## src/rtl/spi_frame_writer_pkg.sv

```systemverilog
// Shared definitions for the SPI frame writer: pixel word layout, default
// frame geometry and the receive FSM state encoding.
package spi_frame_writer_pkg;

    // Pixel word width and RGB4444x field positions ([3:0] unused).
    localparam int DATA_W = 16;
    localparam int RED_MSB = 15;
    localparam int RED_LSB = 12;
    localparam int GRN_MSB = 11;
    localparam int GRN_LSB = 8;
    localparam int BLU_MSB = 7;
    localparam int BLU_LSB = 4;

    // Default frame geometry: 64x32 panel, one word per pixel.
    localparam int DEFAULT_PIXELS = 2048;
    localparam int DEFAULT_ADDR_W = 11;

    // Default synchroniser depth for the asynchronous SPI pins.
    localparam int DEFAULT_SYNC_STAGES = 2;

    // Receive FSM state codes, shared with the scan controller.
    typedef enum logic {
        ST_IDLE    = 1'b0,
        ST_RECEIVE = 1'b1
    } state_e;

endpackage

```

## src/rtl/spi_frame_writer_edge_sync.sv

```systemverilog
// N-stage synchroniser for one asynchronous input, with single-cycle rise
// and fall pulses derived against one extra registered copy.
module spi_edge_sync #(
    parameter int   STAGES    = 2,
    parameter logic RESET_VAL = 1'b0
) (
    input  logic clk_i,
    input  logic reset_i,
    input  logic async_i,
    output logic level_o,
    output logic rise_o,
    output logic fall_o
);

    logic [STAGES-1:0] sync_q;
    logic              prev_q;

    // Shift the pin through the synchroniser chain and keep a delayed copy of its output.
    always_ff @(posedge clk_i) begin
        if (reset_i) begin
            // Reset to the pin's idle level so leaving reset never looks like an edge.
            sync_q <= {STAGES{RESET_VAL}};
            prev_q <= RESET_VAL;
        end else begin
            // NOTE: flops take non-blocking assignments so every stage samples the
            // value from before this edge; blocking here would collapse the chain.
            sync_q <= (sync_q << 1) | STAGES'(async_i);
            prev_q <= sync_q[STAGES-1];
        end
    end

    assign level_o = sync_q[STAGES-1];
    assign rise_o  = sync_q[STAGES-1] & ~prev_q;
    assign fall_o  = ~sync_q[STAGES-1] & prev_q;

endmodule

```

## src/rtl/spi_frame_writer.sv

```systemverilog
// SPI (mode 0, MSB first) receiver feeding the HUB75 double-buffered pixel
// RAM. Oversamples the SPI pins in the pixel_clk domain, assembles 16-bit
// pixel words, writes them sequentially and flips banks only at the display's
// frame boundary.
module spi_frame_writer
    import spi_frame_writer_pkg::*;
#(
    parameter int PIXELS      = DEFAULT_PIXELS,
    parameter int ADDR_W      = DEFAULT_ADDR_W,
    parameter int SYNC_STAGES = DEFAULT_SYNC_STAGES
) (
    input  logic              pixel_clk,
    input  logic              reset,
    input  logic              spi_clk,
    input  logic              spi_mosi,
    input  logic              spi_ss_n,
    input  logic              frame_start,
    output logic              wr_en,
    output logic [ADDR_W-1:0] wr_addr,
    output logic [DATA_W-1:0] wr_data,
    output logic              wr_bank,
    output logic              rd_bank,
    output logic              flip_pending,
    output logic              overrun
);

    localparam logic [ADDR_W-1:0] LAST_ADDR = ADDR_W'(PIXELS - 1);

    // Synchronised SPI pins.
    logic sclk_lvl, sclk_rise, sclk_fall;
    logic mosi_lvl, mosi_rise, mosi_fall;
    logic ss_lvl, ss_rise, ss_fall;

    spi_edge_sync #(.STAGES(SYNC_STAGES), .RESET_VAL(1'b0)) u_sync_sclk (
        .clk_i  (pixel_clk),
        .reset_i(reset),
        .async_i(spi_clk),
        .level_o(sclk_lvl),
        .rise_o (sclk_rise),
        .fall_o (sclk_fall)
    );

    spi_edge_sync #(.STAGES(SYNC_STAGES), .RESET_VAL(1'b0)) u_sync_mosi (
        .clk_i  (pixel_clk),
        .reset_i(reset),
        .async_i(spi_mosi),
        .level_o(mosi_lvl),
        .rise_o (mosi_rise),
        .fall_o (mosi_fall)
    );

    spi_edge_sync #(.STAGES(SYNC_STAGES), .RESET_VAL(1'b1)) u_sync_ss (
        .clk_i  (pixel_clk),
        .reset_i(reset),
        .async_i(spi_ss_n),
        .level_o(ss_lvl),
        .rise_o (ss_rise),
        .fall_o (ss_fall)
    );

    // Synchroniser outputs this block has no use for.
    logic sync_unused;
    assign sync_unused = &{sclk_lvl, sclk_fall, mosi_rise, mosi_fall, ss_lvl};

    // Receiver and frame state.
    state_e              state_q;
    logic [3:0]          bit_cnt_q, bit_cnt_d;
    logic [DATA_W-1:0]   shift_q, shift_d;
    logic                word_ready_q;
    logic                wr_en_q;
    logic [ADDR_W-1:0]   wr_addr_q, wr_addr_d;
    logic [DATA_W-1:0]   wr_data_q;
    logic                rd_bank_q;
    logic                flip_pending_q;
    logic                overrun_q;

    // Next values for the shifter, bit counter and wrapping write address.
    always_comb begin
        shift_d   = {shift_q[DATA_W-2:0], mosi_lvl};
        bit_cnt_d = bit_cnt_q + 4'd1;
        wr_addr_d = (wr_addr_q == LAST_ADDR) ? '0 : wr_addr_q + ADDR_W'(1);
    end

    // Receive FSM, write strobe, address counter and bank flip handshake.
    always_ff @(posedge pixel_clk) begin
        if (reset) begin
            state_q        <= ST_IDLE;
            bit_cnt_q      <= '0;
            shift_q        <= '0;
            word_ready_q   <= 1'b0;
            wr_en_q        <= 1'b0;
            wr_addr_q      <= '0;
            wr_data_q      <= '0;
            rd_bank_q      <= 1'b0;
            flip_pending_q <= 1'b0;
            overrun_q      <= 1'b0;
        end else begin
            word_ready_q <= 1'b0;
            wr_en_q      <= 1'b0;

            case (state_q)
                ST_IDLE: begin
                    // A new transaction always starts a fresh frame at address 0.
                    if (ss_fall) begin
                        state_q   <= ST_RECEIVE;
                        bit_cnt_q <= '0;
                        wr_addr_q <= '0;
                        overrun_q <= 1'b0;
                    end
                end
                ST_RECEIVE: begin
                    // Deselect wins over a coincident clock edge; any partial word is dropped.
                    if (ss_rise) begin
                        state_q   <= ST_IDLE;
                        bit_cnt_q <= '0;
                    end else if (sclk_rise) begin
                        shift_q   <= shift_d;
                        bit_cnt_q <= bit_cnt_d;
                        if (bit_cnt_q == 4'hF) begin
                            word_ready_q <= 1'b1;
                        end
                    end
                end
                default: state_q <= ST_IDLE;
            endcase

            // Completed word: write it, or drop it while the finished frame awaits display.
            if (word_ready_q) begin
                if (flip_pending_q) begin
                    overrun_q <= 1'b1;
                end else begin
                    wr_en_q   <= 1'b1;
                    wr_data_q <= shift_q;
                end
            end

            // Advance after each strobe; writing the last pixel completes the frame.
            if (wr_en_q) begin
                wr_addr_q <= wr_addr_d;
                if (wr_addr_q == LAST_ADDR) begin
                    flip_pending_q <= 1'b1;
                end
            end

            // Registered pending flag decides, so a frame finishing on this edge waits one frame.
            if (frame_start && flip_pending_q) begin
                rd_bank_q      <= ~rd_bank_q;
                flip_pending_q <= 1'b0;
            end
        end
    end

    assign wr_en        = wr_en_q;
    assign wr_addr      = wr_addr_q;
    assign wr_data      = wr_data_q;
    assign rd_bank      = rd_bank_q;
    assign wr_bank      = ~rd_bank_q;
    assign flip_pending = flip_pending_q;
    assign overrun      = overrun_q;

endmodule

```

## config.mk

```make
export PLATFORM = sky130hd
export DESIGN_NAME = spi_frame_writer
export DESIGN_NICKNAME = d
export VERILOG_FILES = /design/src/rtl/spi_frame_writer_pkg.sv /design/src/rtl/spi_frame_writer_edge_sync.sv /design/src/rtl/spi_frame_writer.sv
export SDC_FILE = /design/constraint.sdc
export NUM_CORES = 1
export LEC_CHECK = 0
export BUFFER_PORTS_ARGS = -buffer_cell sky130_fd_sc_hd__buf_2
export CAP_MARGIN = 5
export CORE_MARGIN = 2
export CORE_UTILIZATION = 40
export DETAILED_ROUTE_END_ITERATION = 10
export SLEW_MARGIN = 5
export SYNTH_ARGS = -nofsm -noshare
export SYNTH_HDL_FRONTEND = slang
export SYNTH_SLANG_ARGS = --single-unit
```

## constraint.sdc

```tcl
create_clock -name pixel_clk -period 1.95 [get_ports pixel_clk]
set_input_delay 0.39 -clock pixel_clk [delete_from_list [all_inputs] [get_ports pixel_clk]]
set_output_delay 0.39 -clock pixel_clk [all_outputs]
set_load 0.01 [all_outputs]
```

Yosys cells after proc, flatten, opt, wreduce, memory -nomap -nowiden. Index checks and enable logic that the tools add are counted.

Flip-flop bits (word level): 61. Output and inout port bits: 32.

Add/subtract/negate cells: 2. Equality and inequality tests: 5. Muxes and demuxes: 17. Bitwise logic cells: 15. Reduce and logical (&&, ||, !) cells: 10.

Operator list (number): 11-bit 2-to-1 mux (4); 4-bit 2-to-1 mux (3); 11-bit by 1-bit adder with 11-bit output (second input constant) (1); 11-bit == test (second input constant) (1); 1-bit inverter (9); 1-bit 2-to-1 mux (8); 4-bit case mux with 2 select lines (1); 2-bit AND reduction (4); 2-bit by 1-bit OR with 2-bit output (3); 4-bit by 1-bit adder with 4-bit output (second input constant) (1); 4-bit == test (second input constant) (1); 2-bit OR reduction (2); 4-bit OR reduction (1); 1-bit bitwise AND (3); 3-bit inequality test (second input constant) (1); 3-bit AND reduction (1); 2-bit by 1-bit inequality test with 1-bit output (second input constant) (1); 2-bit inequality test (second input constant) (1); 1-bit case mux with 2 select lines (1); 2-bit nonzero test (1); 1-bit logical AND (1).

Logic depth before layout (Yosys ltp).
Depth after elaboration: 6. Gate-level depth with buffers: 6. Mapped depth without buffers: 5.

Cells and area by module. A second synthesis with hierarchy kept.

Cells, all modules: 278. Area total of the unflattened synthesis: 2387.3 µm².

By module, submodules not included: spi_frame_writer (instances 1, cells an instance 254, area an instance 2112.0 µm², seq. area each 1061.0 µm²); spi_edge_sync at u_sync_mosi ... (instances 2, cells an instance 8, area an instance 91.3 µm², seq. area each 60.1 µm²); spi_edge_sync at u_sync_ss (instances 1, cells an instance 8, area an instance 92.6 µm², seq. area each 60.1 µm²).

Worst setup path after synthesis. Ideal clock, no wire load.

Path kind: register to register. Start: register wr_addr_q[0] (netlist: wr_addr[0]). End: register flip_pending_q (netlist: flip_pending). Library setup time: 0.070 ns. Arrival time: 1.525 ns. Path slack: 0.355 ns. Cell stages (with the launch flop): 7. Clock period less this slack: 1.595 ns. Path through: dfxtp_1 ha_1 and4_4 buf_6 nand3_2 or3_1 a21oi_1.

Word-level cells in the longest chain between the ends: 2.

Ends and longest elaborated chain: from (decl) (line spi_frame_writer.sv:71) `logic [ADDR_W-1:0] wr_addr_q, wr_addr_d;`; from (signal assigned) (line spi_frame_writer.sv:139) `wr_addr_q <= wr_addr_d;`; 11-bit == test (line spi_frame_writer.sv:140) `if (wr_addr_q == LAST_ADDR) begin`; 2-bit AND reduction (no source line); to (signal assigned) (line spi_frame_writer.sv:95) `flip_pending_q <= 1'b0;`; to (signal assigned) (line spi_frame_writer.sv:141) `flip_pending_q <= 1'b1;`; to (signal assigned) (line spi_frame_writer.sv:148) `flip_pending_q <= 1'b0;`; to (decl) (line spi_frame_writer.sv:74) `logic flip_pending_q;`.

No other way between the ends. A chain may end at the register's enable or synchronous reset.

Final worst setup path.
Start: register wr_addr_q[0] (netlist: wr_addr[0]). End: register wr_addr_q[5] (netlist: wr_addr[5]).

Word-level cells in the longest chain between the ends: 3.

Ends and longest elaborated chain: 11-bit by 1-bit adder with 11-bit output or 11-bit == test (tied branches) (line spi_frame_writer.sv:81) `wr_addr_d = (wr_addr_q == LAST_ADDR) ? '0 : wr_addr_q + ADDR_W'(1);`; 11-bit 2-to-1 mux * (line spi_frame_writer.sv:81); 11-bit 2-to-1 mux * (line spi_frame_writer.sv:138) `if (wr_en_q) begin`.

Every way passes the cells marked *; elsewhere a longest branch is shown, timed or not.

==> flow_summary.json <==
{
  "status": "finished, final reports clean",
  "netlist_instances": 264,
  "grt_pass1_wl_microns": 7850,
  "num_rows": 28,
  "reg2reg_slack_ns": 0.28,
  "numCtsBuffers": 9,
  "hold_class": "primary input to flop",
  "setup_viol": 0,
  "die_area_sq_um": 6620,
  "clk_path_buf_depth": 2,
  "power_frac_comb": 0.021,
  "core_area_sq_um": 5850,
  "design_area_sq_um": 2840,
  "cts.sinks": 61,
  "p_switching_mw": 0.537,
  "ir_drop_mv": 0.683,
  "nets": 310,
  "drtPass1Iterations": 4,
  "die_h_microns": 81.4,
  "syn_area_sq_um": 2390,
  "routedWlPerCell_microns": 12.2,
  "path_clk_slew_ns": 0.07,
  "pwr-share-clk": 0.480,
  "layout_setup_ws_ns": 0.279,
  "cts_max_level": 3,
  "final.setup.tns_ns": 0,
  "synthFlopType": "dfxtp_1",
  "fin_util": 0.486,
  "p_seq_frac": 0.499,
  "synth_cell_types": 41,
  "whs_ns": 0.233,
  "p_sw_frac": 0.213,
  "final_antenna_net_count": 0,
  "cp-end-kind": "flop",
  "drt_iter0_drc": 136,
  "min_path_cells": 2,
  "fillers": 588,
  "ys_seq_elements": 61,
  "synth_common_cells": "61 x dfxtp_1, 47 x nand2_1, 27 x a21oi_1, 22 x nor2_1, 18 x mux2i_1",
  "ys_seq_area_frac": 0.510,
  "n_antenna_cell": 0,
  "antenna_found_initial": 0,
  "yosysTopAreaCellShare": 0.510,
  "p_total_mw": 2.52,
  "fmax_mhz": 598,
  "post-place-ws_ns": 0.334,
  "tightest_slew_ns": 0.626,
  "worstSetupPathType": "flop to flop",
  "ctsResizeCount": 0,
  "hold_violations": 0,
  "min_period_ns": 1.67,
  "placed_cells": 366,
  "cts_tree": "built",
  "yosysMostFrequentCell": "dfxtp_1",
  "yosysWarnings": 0,
  "wirelength_microns": 4660,
  "initial_core_util": 0.409,
  "final_cells": 382,
  "via_per_inst": 5.00,
  "ctsHoldBuffers": 0,
  "rsz0062_at_grt": "false",
  "async_flop_share": 0,
  "p_per_area_nw_per_um2": 887,
  "fin_skew_ns": 0.00758,
  "place_congestion": 0.787,
  "portBuffers": 37,
  "synth.top_cells.by_area": "dfxtp_1 51%, mux2i_1 7.5%, nand2_1 7.4%",
  "cp.required_ns": 2.17,
  "first_global_vias": 1685,
  "num_vias": 1911,
  "clock_latency_ns": 0.34,
  "relSlewSlack": 0.580,
  "area_growth_pct": 18.8,
  "rr_worst_depth": 5,
  "globalRouteOverflowTotal": 0,
  "yosysTopAreaCell": "dfxtp_1",
  "synth_edf_count": 0,
  "critPathLaunchType": "flop",
  "leakagePower_nw": 1.21,
  "postPlaceCellArea_sq_um": 2630,
  "ios": 38,
  "cp_data_arrival_time_ns": 1.89,
  "intPower_mw": 1.98,
  "drc": 0,
  "cts_root_buffer": "clkbuf_8",
  "die_w_microns": 81.4,
  "synthesis.nets": 272,
  "drive_gt1_frac": 0.221,
  "synth.avg_cell_area_sq_um": 9.07,
  "drv_slew": 0,
  "cap_violations": 0,
  "cts_setup_buffers": 0,
  "min_period_over_period": 0.857,
  "dpl.hpwl_microns": 3010,
  "path_max_fanout": 8,
  "grt_use_total": 0.157,
  "grt_max_degree": 29
}
==> routing by layer <==
| layer | vias up | wire (microns) | GRT usage |
|---|---|---|---|
| met4 | 0 | 136 | 0.102 |
| met3 | 12 | 174 | 0.0367 |
| met5 | - | 0 | 0 |
| met2 | 37 | 2020 | 0.227 |
| met1 | 877 | 2330 | 0.208 |
| li1 | 985 | - | - |
==> logic make-up after synthesis <==
kind of cell,after synthesis,share of synthesized area
and+or+nand+nor,117,0.238
xor gates and xnor gates,3,0.0110
DFF,61,0.510
buffers and inverters,18,0.0455
muxes,18,0.0752
AOI/OAI and AO/OA,45,0.110
adders and majority gates,2,0.0104
==> power by group through the flow <==
stage | sequential (mW) | combinational, mW | clock [mW]
CTS | 1.26 | 0.0536 | 1.24
detailed placement | 1.29 | 0.0533 | 0
finish | 1.26 | 0.0531 | 1.21
global route | 1.26 | 0.0592 | 1.31
floorplan | 1.29 | 0.0396 | 0
global placement | 1.29 | 0.0533 | 0
==> worst paths after layout <==
check,start,to
setup reg to reg,wr_addr[0],wr_addr[5]
hold reg to reg,u_sync_ss.sync_q[0],u_sync_ss.sync_q[1]
hold / removal,spi_ss_n,u_sync_ss.sync_q[0]
setup / recovery,wr_addr[0],wr_addr[5]
==> placed cells by master, fill, tap and decap left out, drive strengths merged, types with 7 or more instances in the layout <==
cell type	netlist	layout
dfxtp	61	61
nand2	47	47
buf	7	43
a21oi	27	27
nor2	22	22
mux2i	18	18
nand3	10	10
nor2b	9	9
clkbuf	8	9
nand2b	7	7
==> sequential cells by signal (all words and copies together) (netlist names), 2 cells and up <==
register	cells
shift_q	16
wr_data	16
wr_addr	11
bit_cnt_q	4
u_sync_mosi.sync_q	2
u_sync_sclk.sync_q	2
u_sync_ss.sync_q	2
==> final cells by class <==
cell class | count | area (sq um) | share of cell area
Sequential cell | 61 | 1220 | 0.429
Multi-Input combinational cell | 185 | 1060 | 0.374
Timing Repair Buffer | 43 | 243 | 0.0853
Clock buffer | 9 | 124 | 0.0436
Tap cell | 75 | 93.8 | 0.0330
Clock inverter | 7 | 90.1 | 0.0317
Inverter | 2 | 7.51 | 0.00264
==> worst max-delay path: stages, from the launching register on <==
cell and delay [ns]:
dfxtp_1 0.41, ha_1 0.28, and4_4 0.31, a41oi_1 0.21, a41oi_1 0.28, a21oi_1 0.06
No activity file was read; power rests on OpenSTA's default activity.
